[src/rtl/binary_neuron_accum_if.sv]
// Stream interface for the binary-weight neuron: an activation/weight beat
// stream in and a per-vector result stream out, each with valid/ready.
interface binary_neuron_accum_if #(
  parameter int LANES  = 16,
  parameter int DATA_W = 8,
  parameter int BEAT_W = 8
) ();

  // Beat stream
  logic                      in_valid;
  logic                      in_ready;
  logic [LANES*DATA_W-1:0]   in_data;
  logic [LANES-1:0]          in_weights;
  logic                      in_last;
  logic                      relu_en;

  // Result stream
  logic                      out_valid;
  logic                      out_ready;
  logic signed [DATA_W-1:0]  out_data;
  logic                      out_sat;
  logic [BEAT_W-1:0]         out_beats;

  // Neuron side
  modport slave (
    input  in_valid, in_data, in_weights, in_last, relu_en, out_ready,
    output in_ready, out_valid, out_data, out_sat, out_beats
  );

  // Producer/consumer side
  modport master (
    output in_valid, in_data, in_weights, in_last, relu_en, out_ready,
    input  in_ready, out_valid, out_data, out_sat, out_beats
  );

endinterface

[src/rtl/binary_neuron_accum.sv]
// Pipelined binary-weight neuron. Each beat's lanes are conditionally negated
// by their weight bit, summed in a registered full-precision adder tree, then
// accumulated with saturation across a multi-beat vector ending at in_last.
// The whole pipeline advances together on en = !out_valid || out_ready.
module binary_neuron_accum #(
  parameter int LANES     = 16,
  parameter int DATA_W    = 8,
  parameter int ACC_W     = 20,
  parameter int OUT_SHIFT = 0,
  parameter int BEAT_W    = 8
) (
  input  logic                 clk,
  input  logic                 rst,
  binary_neuron_accum_if.slave bus
);

  localparam int L     = $clog2(LANES);
  localparam int P_W   = DATA_W + 1;        // product width, holds -(-2^(DATA_W-1))
  localparam int SUM_W = P_W + L;           // width of the tree root
  localparam int AW1   = ACC_W + 1;         // one guard bit for overflow detection

  localparam logic signed [ACC_W-1:0]  ACC_MAX = {1'b0, {(ACC_W-1){1'b1}}};
  localparam logic signed [ACC_W-1:0]  ACC_MIN = {1'b1, {(ACC_W-1){1'b0}}};
  localparam logic signed [DATA_W-1:0] OUT_MAX = {1'b0, {(DATA_W-1){1'b1}}};
  localparam logic signed [DATA_W-1:0] OUT_MIN = {1'b1, {(DATA_W-1){1'b0}}};

  // Global pipeline enable: every stage moves or every stage holds.
  logic en;
  logic out_valid_reg;

  assign en           = !out_valid_reg || bus.out_ready;
  assign bus.in_ready = !rst && en;

  // ---------------------------------------------------------------------------
  // Product stage (level 0) and adder-tree levels 1..L.
  // Level gi holds LANES>>gi partial sums of width P_W+gi, so precision grows
  // by one bit per level and nothing is ever truncated.
  // ---------------------------------------------------------------------------
  genvar gi, gj;
  generate
    for (gi = 0; gi <= L; gi++) begin : g_lvl
      localparam int W = P_W + gi;
      localparam int N = LANES >> gi;

      logic signed [W-1:0] sum_reg  [N];
      logic signed [W-1:0] sum_next [N];
      logic                vld_reg;
      logic                last_reg;
      logic                relu_reg;

      if (gi == 0) begin : g_prod
        for (gj = 0; gj < N; gj++) begin : g_lane
          logic signed [DATA_W-1:0] x;
          assign x            = bus.in_data[gj*DATA_W +: DATA_W];
          // Weight 1 passes the activation, weight 0 negates it in P_W bits.
          assign sum_next[gj] = bus.in_weights[gj] ? W'(x) : -W'(x);
        end

        // Capture products and the beat's sideband flags.
        always_ff @(posedge clk) begin
          if (rst) begin
            vld_reg  <= 1'b0;
            last_reg <= 1'b0;
            relu_reg <= 1'b0;
          end else if (en) begin
            vld_reg  <= bus.in_valid;
            last_reg <= bus.in_last;
            relu_reg <= bus.relu_en;
            for (int j = 0; j < N; j++) begin
              sum_reg[j] <= sum_next[j];
            end
          end
        end
      end else begin : g_add
        for (gj = 0; gj < N; gj++) begin : g_pair
          assign sum_next[gj] = W'(g_lvl[gi-1].sum_reg[2*gj])
                              + W'(g_lvl[gi-1].sum_reg[2*gj+1]);
        end

        // Register one adder level; flags ride alongside the data.
        always_ff @(posedge clk) begin
          if (rst) begin
            vld_reg  <= 1'b0;
            last_reg <= 1'b0;
            relu_reg <= 1'b0;
          end else if (en) begin
            vld_reg  <= g_lvl[gi-1].vld_reg;
            last_reg <= g_lvl[gi-1].last_reg;
            relu_reg <= g_lvl[gi-1].relu_reg;
            for (int j = 0; j < N; j++) begin
              sum_reg[j] <= sum_next[j];
            end
          end
        end
      end
    end
  endgenerate

  // ---------------------------------------------------------------------------
  // Accumulate stage
  // ---------------------------------------------------------------------------
  logic signed [SUM_W-1:0] a_part;
  logic                    a_vld;
  logic                    a_last;
  logic                    a_relu;

  assign a_part = g_lvl[L].sum_reg[0];
  assign a_vld  = g_lvl[L].vld_reg;
  assign a_last = g_lvl[L].last_reg;
  assign a_relu = g_lvl[L].relu_reg;

  logic signed [ACC_W-1:0]  acc_reg;
  logic [BEAT_W-1:0]        cnt_reg;
  logic                     sticky_reg;
  logic signed [DATA_W-1:0] out_data_reg;
  logic                     out_sat_reg;
  logic [BEAT_W-1:0]        out_beats_reg;

  logic signed [AW1-1:0]    sum_wide;
  logic                     acc_clamp;
  logic signed [ACC_W-1:0]  sum_sat;

  // Add the beat to the running sum and clamp to the accumulator range.
  always_comb begin
    sum_wide  = AW1'(acc_reg) + AW1'(a_part);
    acc_clamp = (sum_wide[ACC_W] != sum_wide[ACC_W-1]);
    sum_sat   = sum_wide[ACC_W-1:0];
    if (acc_clamp) begin
      sum_sat = sum_wide[ACC_W] ? ACC_MIN : ACC_MAX;
    end
  end

  logic signed [ACC_W-1:0]  shifted;
  logic                     out_clamp;
  logic signed [DATA_W-1:0] res_final;

  // Scale, clamp to the output range, then apply the optional ReLU.
  always_comb begin
    shifted   = sum_sat >>> OUT_SHIFT;
    // In range only when every bit above the output sign bit matches it.
    out_clamp = !((&shifted[ACC_W-1:DATA_W-1]) || !(|shifted[ACC_W-1:DATA_W-1]));
    res_final = shifted[DATA_W-1:0];
    if (out_clamp) begin
      res_final = shifted[ACC_W-1] ? OUT_MIN : OUT_MAX;
    end
    if (a_relu && res_final[DATA_W-1]) begin
      res_final = '0;
    end
  end

  logic [BEAT_W-1:0] cnt_inc;

  // Beat count sticks at all-ones rather than wrapping.
  always_comb begin
    cnt_inc = (&cnt_reg) ? cnt_reg : cnt_reg + BEAT_W'(1);
  end

  // Accumulator, beat counter, sticky flag and the registered result.
  always_ff @(posedge clk) begin
    if (rst) begin
      acc_reg       <= '0;
      cnt_reg       <= '0;
      sticky_reg    <= 1'b0;
      out_valid_reg <= 1'b0;
      out_data_reg  <= '0;
      out_sat_reg   <= 1'b0;
      out_beats_reg <= '0;
    end else if (en) begin
      // Either a new result lands here or the consumed one retires.
      out_valid_reg <= a_vld && a_last;
      if (a_vld) begin
        if (a_last) begin
          out_data_reg  <= res_final;
          out_sat_reg   <= sticky_reg | acc_clamp | out_clamp;
          out_beats_reg <= cnt_inc;
          // Next vector starts clean on the very next beat.
          acc_reg       <= '0;
          cnt_reg       <= '0;
          sticky_reg    <= 1'b0;
        end else begin
          acc_reg       <= sum_sat;
          cnt_reg       <= cnt_inc;
          sticky_reg    <= sticky_reg | acc_clamp;
        end
      end
    end
  end

  assign bus.out_valid = out_valid_reg;
  assign bus.out_data  = out_data_reg;
  assign bus.out_sat   = out_sat_reg;
  assign bus.out_beats = out_beats_reg;

endmodule

[src/flat_wrapper.sv]
// flat-port wrapper written by rule: the top's interface ports become plain ports
module binary_neuron_accum_flat 
#(
  parameter int LANES     = 16,
  parameter int DATA_W    = 8,
  parameter int ACC_W     = 20,
  parameter int OUT_SHIFT = 0,
  parameter int BEAT_W    = 8
)
  (clk, rst, bus_in_valid, bus_in_data, bus_in_weights, bus_in_last, bus_relu_en, bus_out_ready, bus_in_ready, bus_out_valid, bus_out_data, bus_out_sat, bus_out_beats);
  binary_neuron_accum_if #(.LANES(LANES), .DATA_W(DATA_W), .BEAT_W(BEAT_W)) bus_i ();
  input  logic clk;
  input  logic rst;
  input wire logic [$bits(bus_i.in_valid)-1:0] bus_in_valid;
  input wire logic [$bits(bus_i.in_data)-1:0] bus_in_data;
  input wire logic [$bits(bus_i.in_weights)-1:0] bus_in_weights;
  input wire logic [$bits(bus_i.in_last)-1:0] bus_in_last;
  input wire logic [$bits(bus_i.relu_en)-1:0] bus_relu_en;
  input wire logic [$bits(bus_i.out_ready)-1:0] bus_out_ready;
  output wire logic [$bits(bus_i.in_ready)-1:0] bus_in_ready;
  output wire logic [$bits(bus_i.out_valid)-1:0] bus_out_valid;
  output wire logic [$bits(bus_i.out_data)-1:0] bus_out_data;
  output wire logic [$bits(bus_i.out_sat)-1:0] bus_out_sat;
  output wire logic [$bits(bus_i.out_beats)-1:0] bus_out_beats;
  assign bus_i.in_valid = bus_in_valid;
  assign bus_i.in_data = bus_in_data;
  assign bus_i.in_weights = bus_in_weights;
  assign bus_i.in_last = bus_in_last;
  assign bus_i.relu_en = bus_relu_en;
  assign bus_i.out_ready = bus_out_ready;
  assign bus_in_ready = bus_i.in_ready;
  assign bus_out_valid = bus_i.out_valid;
  assign bus_out_data = bus_i.out_data;
  assign bus_out_sat = bus_i.out_sat;
  assign bus_out_beats = bus_i.out_beats;
  binary_neuron_accum #(.LANES(LANES), .DATA_W(DATA_W), .ACC_W(ACC_W), .OUT_SHIFT(OUT_SHIFT), .BEAT_W(BEAT_W)) u_core (.clk(clk), .rst(rst), .bus(bus_i));
endmodule
[config.mk]
export PLATFORM = sky130hd
export DESIGN_NAME = binary_neuron_accum_flat
export DESIGN_NICKNAME = d
export VERILOG_FILES = /design/src/rtl/binary_neuron_accum_if.sv /design/src/rtl/binary_neuron_accum.sv /design/src/flat_wrapper.sv
export SDC_FILE = /design/constraint.sdc
export NUM_CORES = 1
export LEC_CHECK = 0
export CAP_MARGIN = 20
export CORE_ASPECT_RATIO = 0.75
export CORE_MARGIN = 2
export CORE_UTILIZATION = 64
export DETAILED_ROUTE_END_ITERATION = 6
export PLACE_DENSITY = 0.91
export SETUP_SLACK_MARGIN = 0.4
export SYNTH_ARGS = -nofsm -noshare
export SYNTH_HDL_FRONTEND = slang
export SYNTH_SLANG_ARGS = --single-unit
export TNS_END_PERCENT = 100
[constraint.sdc]
create_clock -name clk -period 72 [get_ports clk]
set_input_delay 21.6 -clock clk [delete_from_list [all_inputs] [get_ports clk]]
set_output_delay 21.6 -clock clk [all_outputs]
set_load 0.01 [all_outputs]
==> flow_summary_export.csv, run 1 <==
group,metric,value,unit
status,outcome,"finished clean",
timing,drv_slew,0,
clock_tree,hold_buffers,0,
grt,grt_usage,24.4,%
final_layout,drive_gt1_share,4.61,%
hold_path,hold_path.class,"register to register",
synth,ys.flop_type,"edfxtp_1",
placement,dpl.hpwl,29600,µm
clock_tree,root_buffer,"clkbuf_16",
placement,dpl_cell_area,22700,µm²
grt,overflow,0,
detailed_routing,routed_via_density,5.82,
timing,rsz0062_at_grt,"false",
floorplanning,dieArea,33800,µm²
synth,syn_inst,1891,
clock_tree,htreeDepth,2,
grt,grt_start_max_net_pins,198,
pwr,ir_worst_vdd,17.9,µV
synth,yosysSeqAreaShare,50.3,%
timing,min_period_over_period,62.8,%
placement,port_buffers,168,
final_layout,n_antenna_cell,0,
clock_tree,cts_resized,0,
detailed_routing,drc,0,
floorplanning,core,31500,µm²
synth,ys_types,57,
timing,worst_slew_pin_slew,1.00,ns
timing,final.min_clock_period,45.22,ns
final_layout,areaGrowthSynthToFinish,15.6,%
grt,grt_pass1_wl,67300,µm
timing,setup_viol,0,
floorplanning,std_cell_rows,56,
pwr,p_per_area,32.2,nW/µm²
timing,tns,0,ns
synth,synth-edff-count,305,
worst_setup_path,cp_max_fo,51,
detailed_routing,wl_per_cell,16.4,µm
final_layout,largest_reg_flops,305,
clock_tree,cts_setup_buffers,0,
timing,relSlewSlack,33.1,%
floorplanning,chipWidth,211,µm
clock_tree,clk_pin_slew_worst_paths,0.06,ns
synth,syn_nets,2242,
worst_setup_path,cp_data_required_time,50.40,ns
final_layout,regArea,10400,µm²
worst_setup_path,reg2regPathDepth,18,
worst_setup_path,end_kind,"output port",
final_layout,multi_input_area,9490,µm²
hold_path,holdPathStages,2,
floorplanning,boundaryPins,169,
clock_tree,cts_sinks,367,
grt,grt_pass1_vias,14300,
detailed_routing,drtIter0Drc,1176,
timing,finalClockSkew,0.0216,ns
worst_setup_path,arrival,23.62,ns
timing,hold_viol_final,0,
final_layout,layout.nets,2411,
clock_tree,cts_made_buffers,37,
clock_tree,cts_tree,"yes",
clock_tree,clock_path_buffers,3,
synth,ys_async_sr_fraction,0,%
grt,antenna_found_initial,1,
detailed_routing,wl,40700,µm
synth,ys_seq_elements,367,
worst_setup_path,cp-start-kind,"input pin",
floorplanning,die_h,160,µm
flow_run,cap_violations,0,
placement,place_congestion,0.867,
pwr,p_leak,9.72,nW
synth,ys_warn_count,0,
final_layout,fin_area,23900,µm²
synth,avgSynthCellArea,10.9,µm²
synth,syn_area,20700,µm²
detailed_routing,ant_nets,0,
final_layout,nFillCells,1970,
detailed_routing,routed-via-count,14500,
clock_tree,clk_latency,0.54,ns
floorplanning,start_util,65.5,%
worst_setup_path,worst-setup-path-type,"input pin to output port",
timing,max_freq,22.1,MHz
detailed_routing,dr.pass1.iters,5,
[power by group]
| group | leakage, nW | total [mW] | switching [mW] | internal (mW) |
|---|---|---|---|---|
| Sequential | 3.49 | 0.312 | 0.0187 | 0.293 |
| Clock | 0.566 | 0.185 | 0.0781 | 0.106 |
| Combinational | 5.66 | 0.274 | 0.154 | 0.120 |
[per-stage QoR]
step | std cells | power, mW | setup slack [ns] | utilization [%] | hold WS, ns
2_1_floorplan | 1891 | 0.516 | 15.61 | - | 0.432
3_3_place_gp | 2427 | 0.567 | 26.81 | 72.1 | 0.440
3_5_place_dp | 2427 | 0.583 | 26.78 | 72.1 | 0.446
4_1_cts | 2490 | 0.771 | 26.77 | 75.8 | 0.453
5_1_grt | 2490 | 0.818 | 26.65 | 75.8 | 0.461
6_report | 2490 | 0.770 | 26.78 | 75.8 | 0.452
[worst paths after layout]
path	startpoint	to	slack, ns
worst max-delay path	bus_out_ready	bus_in_ready	26.78
worst max register to register	u_core.g_lvl[4].sum_reg[0][12]	u_core.bus.out_data[3]	66.15
worst min register to register	u_core.bus.out_beats[0]	u_core.bus.out_beats[0]	0.45
worst min-delay path	u_core.bus.out_beats[0]	u_core.bus.out_beats[0]	0.45
[cells in the final DEF, fill, tap and decap left out, drive strengths merged, types with 6 or more instances in the layout]
master | netlist | routed
edfxtp | 305 | 305
nor2 | 190 | 190
ha | 185 | 185
clkdlybuf4s50 | 0 | 167
a21oi | 167 | 167
inv | 162 | 164
xor2 | 126 | 126
nand2 | 94 | 94
xnor2 | 92 | 92
nor3 | 75 | 75
o21ai | 65 | 65
dfxtp | 62 | 62
a21o | 54 | 54
clkbuf | 41 | 44
o21bai | 36 | 36
mux2 | 25 | 25
a31oi | 23 | 23
nand2b | 16 | 16
nor2b | 16 | 16
fa | 16 | 16
nor4 | 15 | 15
a211oi | 15 | 15
nand3 | 14 | 14
clkinv | 1 | 14
a22oi | 12 | 12
a21boi | 9 | 9
o31ai | 9 | 9
o211ai | 8 | 8
buf | 3 | 7
and2 | 6 | 6
o21a | 6 | 6
[synthesized netlist by cell type, types with 2 or more instances]
master | n | area (µm²)
or4_1 | 2 | 15.0
o31ai_1 | 9 | 67.6
o2111ai_1 | 2 | 17.5
o221ai_1 | 2 | 17.5
a31oi_1 | 23 | 144
nor2_1 | 190 | 713
o21bai_1 | 36 | 270
nand3_1 | 14 | 70.1
xnor2_1 | 92 | 806
nand2_1 | 94 | 353
nor4_1 | 15 | 93.8
clkbuf_1 | 41 | 154
nand4_1 | 5 | 31.3
nor2b_1 | 16 | 100
xor2_1 | 126 | 1100
o21ai_0 | 65 | 325
mux2i_1 | 2 | 20.0
edfxtp_1 | 305 | 9160
nand2b_1 | 16 | 100
and3_1 | 4 | 25.0
nor4bb_1 | 3 | 30.0
a21o_1 | 54 | 405
a22oi_1 | 12 | 90.1
a211oi_1 | 13 | 97.6
o211ai_1 | 8 | 60.1
mux2_2 | 25 | 282
a21oi_1 | 166 | 831
inv_1 | 162 | 608
buf_1 | 3 | 11.3
nor3b_1 | 4 | 30.0
or3_1 | 2 | 12.5
a21boi_0 | 9 | 67.6
a311oi_1 | 3 | 26.3
o21a_1 | 6 | 45.0
nor3_1 | 75 | 375
ha_1 | 185 | 2310
fa_1 | 16 | 320
dfxtp_1 | 62 | 1240
and2_1 | 6 | 37.5
[metal layers]
layer  vias to the layer above  share of wire (%)  routed length, µm  GRT usage [%]
li1                       7099                  -                  -              -
met2                       385                 48              19700           40.5
met1                      6934                 45              18200           33.3
met4                         2                2.0                835           7.27
met5                         -              0.032                 13              0
met3                        73                5.0               2050           3.85
[final cells by class]
| cell class | instances | area share [%] |
|---|---|---|
| Timing Repair Buffer | 174 | 7.26 |
| Inverter | 163 | 2.56 |
| Multi-Input combinational cell | 1317 | 39.7 |
| Tap cell | 406 | 2.13 |
| Clock inverter | 19 | 0.770 |
| Clock buffer | 44 | 4.03 |
| Sequential cell | 367 | 43.5 |
[cells by family after synthesis]
family / Yosys count / share of synthesized area, %
buffers and inverters: 207 / 3.76
multiplexers: 27 / 1.46
AO/OA/AOI/OAI: 423 / 12.8
AND/OR/NAND/NOR: 448 / 9.69
XOR/XNOR: 218 / 9.24
flip-flops: 367 / 50.3
adder cells (fa/ha/maj): 201 / 12.8
[critical path, cell delays in order]
cell and delay (ns):
clkdlybuf4s50_1 0.47, nor2b_1 0.05, buf_4 0.19, nor2_4 0.08
buf_4 0.53, clkdlybuf4s50_1 0.66
Power figures use the tool's default switching activity.
==> inputs of run 2 (changes only) <==
--- a/config.mk
+++ b/config.mk
@@ -8,9 +8,9 @@
 export CAP_MARGIN = 20
 export CORE_ASPECT_RATIO = 0.75
 export CORE_MARGIN = 2
-export CORE_UTILIZATION = 64
+export CORE_UTILIZATION = 59
 export DETAILED_ROUTE_END_ITERATION = 6
-export PLACE_DENSITY = 0.91
+export PLACE_DENSITY = 0.85
 export SETUP_SLACK_MARGIN = 0.4
 export SYNTH_ARGS = -nofsm -noshare
 export SYNTH_HDL_FRONTEND = slang
==> constraint.sdc (replaced) <==
create_clock -name clk -period 42.3 [get_ports clk]
set_input_delay 12.69 -clock clk [delete_from_list [all_inputs] [get_ports clk]]
set_output_delay 12.69 -clock clk [all_outputs]
set_load 0.01 [all_outputs]
==> flow_summary_export.csv, run 2 (synthesis gave the netlist of run 1 again) <==
group,metric,value,unit
pwr,p_per_area,55.0,nW/µm²
detailed_routing,drc,0,
grt,antenna_found_initial,0,
final_layout,drive_gt1_share,4.74,%
detailed_routing,ant_nets,0,
floorplanning,std_cell_rows,59,
worst_setup_path,cp_slowest_cell,"clkdlybuf4s50_1",
detailed_routing,wl_per_cell,15.9,µm
timing,worst_slew_pin_slew,0.995,ns
worst_setup_path,cp-start-kind,"input pin",
clock_tree,cts_made_buffers,38,
grt,overflow,0,
flow_run,cap_violations,0,
placement,dp_cells,2478,
timing,rsz0062_at_grt,"false",
final_layout,fin_area,24000,µm²
worst_setup_path,endpoint,"bus_in_ready",
floorplanning,chipWidth,220,µm
timing,setup_viol,0,
timing,tns,0,ns
clock_tree,clock_path_buffers,3,
worst_setup_path,path_cells,"clkdlybuf4s50_1 > nor2b_1 > buf_4 > nor2_4 > clkdlybuf4s50_1",
clock_tree,hold_buffers,0,
final_layout,areaGrowthSynthToFinish,16.2,%
clock_tree,clk_pin_slew_worst_paths,0.05,ns
placement,place_congestion,0.886,
pwr,clockPowerShare,24.8,%
detailed_routing,routed-via-count,14400,
worst_setup_path,reg2reg_from,"u_core.g_lvl[4].sum_reg[0][12]",
clock_tree,root_buffer,"clkbuf_16",
worst_setup_path,reg2regPathDepth,18,
floorplanning,core,34600,µm²
worst_setup_path,arrival,14.35,ns
placement,dpl.hpwl,29700,µm
pwr,combPwrFrac,35.0,%
detailed_routing,routed_via_density,5.65,
worst_setup_path,r2r_slack,36.36,ns
grt,grt_start_max_net_pins,83,
pwr,intPower,0.891,mW
worst_setup_path,worst-setup-path-type,"input pin to output port",
floorplanning,die_h,166,µm
timing,finalClockSkew,0.0191,ns
final_layout,stdcell_count,2544,
grt,grt_pass1_wl,66700,µm
detailed_routing,wl,40500,µm
clock_tree,htreeDepth,2,
final_layout,layout_commonest_cell,"edfxtp_1",
timing,drv_slew,0,
timing,max_freq,37.0,MHz
final_layout,layout.nets,2413,
worst_setup_path,cp_data_required_time,29.61,ns
pwr,ir_worst_vdd,29.7,µV
clock_tree,clk_latency,0.54,ns
final_layout,mostFrequentLayoutCells,"edfxtp_1, nor2_1, ha_1",
detailed_routing,dr.pass1.iters,5,
final_layout,post-route-util,69.3,%
worst_setup_path,cp_max_fo,10,
pwr,p_leak,9.73,nW
floorplanning,start_util,59.7,%
pwr,seq_power_share,40.2,%
placement,dpl_cell_area,22800,µm²
worst_setup_path,slowest_delay,0.51,ns
detailed_routing,drtIter0Drc,1048,
pwr,switching_power,0.430,mW
final_layout,n_antenna_cell,0,
clock_tree,cts_sinks,367,
status,outcome,"finished clean",
grt,grt_pass1_vias,14300,
worst_setup_path,end_kind,"output port",
floorplanning,boundaryPins,169,
timing,hold_viol_final,0,
grt,grt_usage,22.4,%
timing,min_period_over_period,63.9,%
clock_tree,cts_tree,"yes",
timing,relSlewSlack,33.6,%
timing,final.min_clock_period,27.04,ns
final_layout,largest_reg_flops,305,
worst_setup_path,crit_path_start,"bus_out_ready",
pwr,switching_share,32.6,%
placement,port_buffers,168,
timing,hold_slack,0.454,ns
floorplanning,dieArea,36500,µm²
clock_tree,cts_resized,0,
worst_setup_path,reg2reg_to,"u_core.bus.out_data[5]",
hold_path,hold_path.class,"register to register",
worst_setup_path,cpMostUsedCell,"clkdlybuf4s50_1",
clock_tree,cts_setup_buffers,0,
run 2: changes by cell type in the layout (fill, tap and decap cells not counted):
cell        previous run  this run
clkbuf_1               6         5
buf_4                  5         7
clkinv_2               8         7
clkinv_1               4         5
clkbuf_16             37        39
clkinv_4               2         0
clkinvlp_4             1         4
buf_12                 1         0
run 2: worst min path at each step:
stage                             start                  endpoint  slack, ns  depth (start not counted)
2_1_floorplan  u_core.g_lvl[0].last_reg  u_core.g_lvl[0].last_reg       0.43                          2
3_3_place_gp    u_core.g_lvl[1].vld_reg   u_core.g_lvl[1].vld_reg       0.44                          2
3_5_place_dp   u_core.g_lvl[2].last_reg  u_core.g_lvl[2].last_reg       0.44                          2
4_1_cts        u_core.g_lvl[2].last_reg  u_core.g_lvl[2].last_reg       0.45                          2
5_1_grt        u_core.g_lvl[2].last_reg  u_core.g_lvl[3].last_reg       0.46                          2
6_report       u_core.g_lvl[1].last_reg  u_core.g_lvl[1].last_reg       0.45                          2
run 2: power groups by stage:
stage	Clock [mW]	Sequential [mW]	Combinational [mW]
4_1_cts	0.333	0.531	0.461
5_1_grt	0.347	0.537	0.521
6_report	0.328	0.531	0.463
2_1_floorplan	0	0.528	0.350
3_3_place_gp	0	0.536	0.431
3_5_place_dp	0	0.537	0.455
run 2: layout make-up:
cell class,count,area [µm²]
clock buffer,45,1010
clock inverter,20,188
fill,2373,10600
inverter,163,612
multi-input combinational,1317,9490
sequential,367,10400
tap,457,572
timing repair buffer,175,1730
run 2: stage by stage:
step	power, mW	worst slack (ns)
detailed placement	0.993	14.96
floorplan	0.878	3.73
global route	1.41	15.16
global placement	0.967	14.99
CTS	1.32	14.94
finish	1.32	15.26
run 2: layer usage:
metal	up-vias	GRT usage, %	part of all wire (%)
li1	7100	-	-
met1	6830	30.8	45
met2	367	37.1	48
met3	73	3.28	4.7
met4	0	6.57	2.4
met5	-	0	0
run 2: critical path, delay by kind of cell:
family | cells | cell delay (ns)
AND/OR/NAND/NOR | 2 | 0.45
buffers and inverters | 3 | 1.19
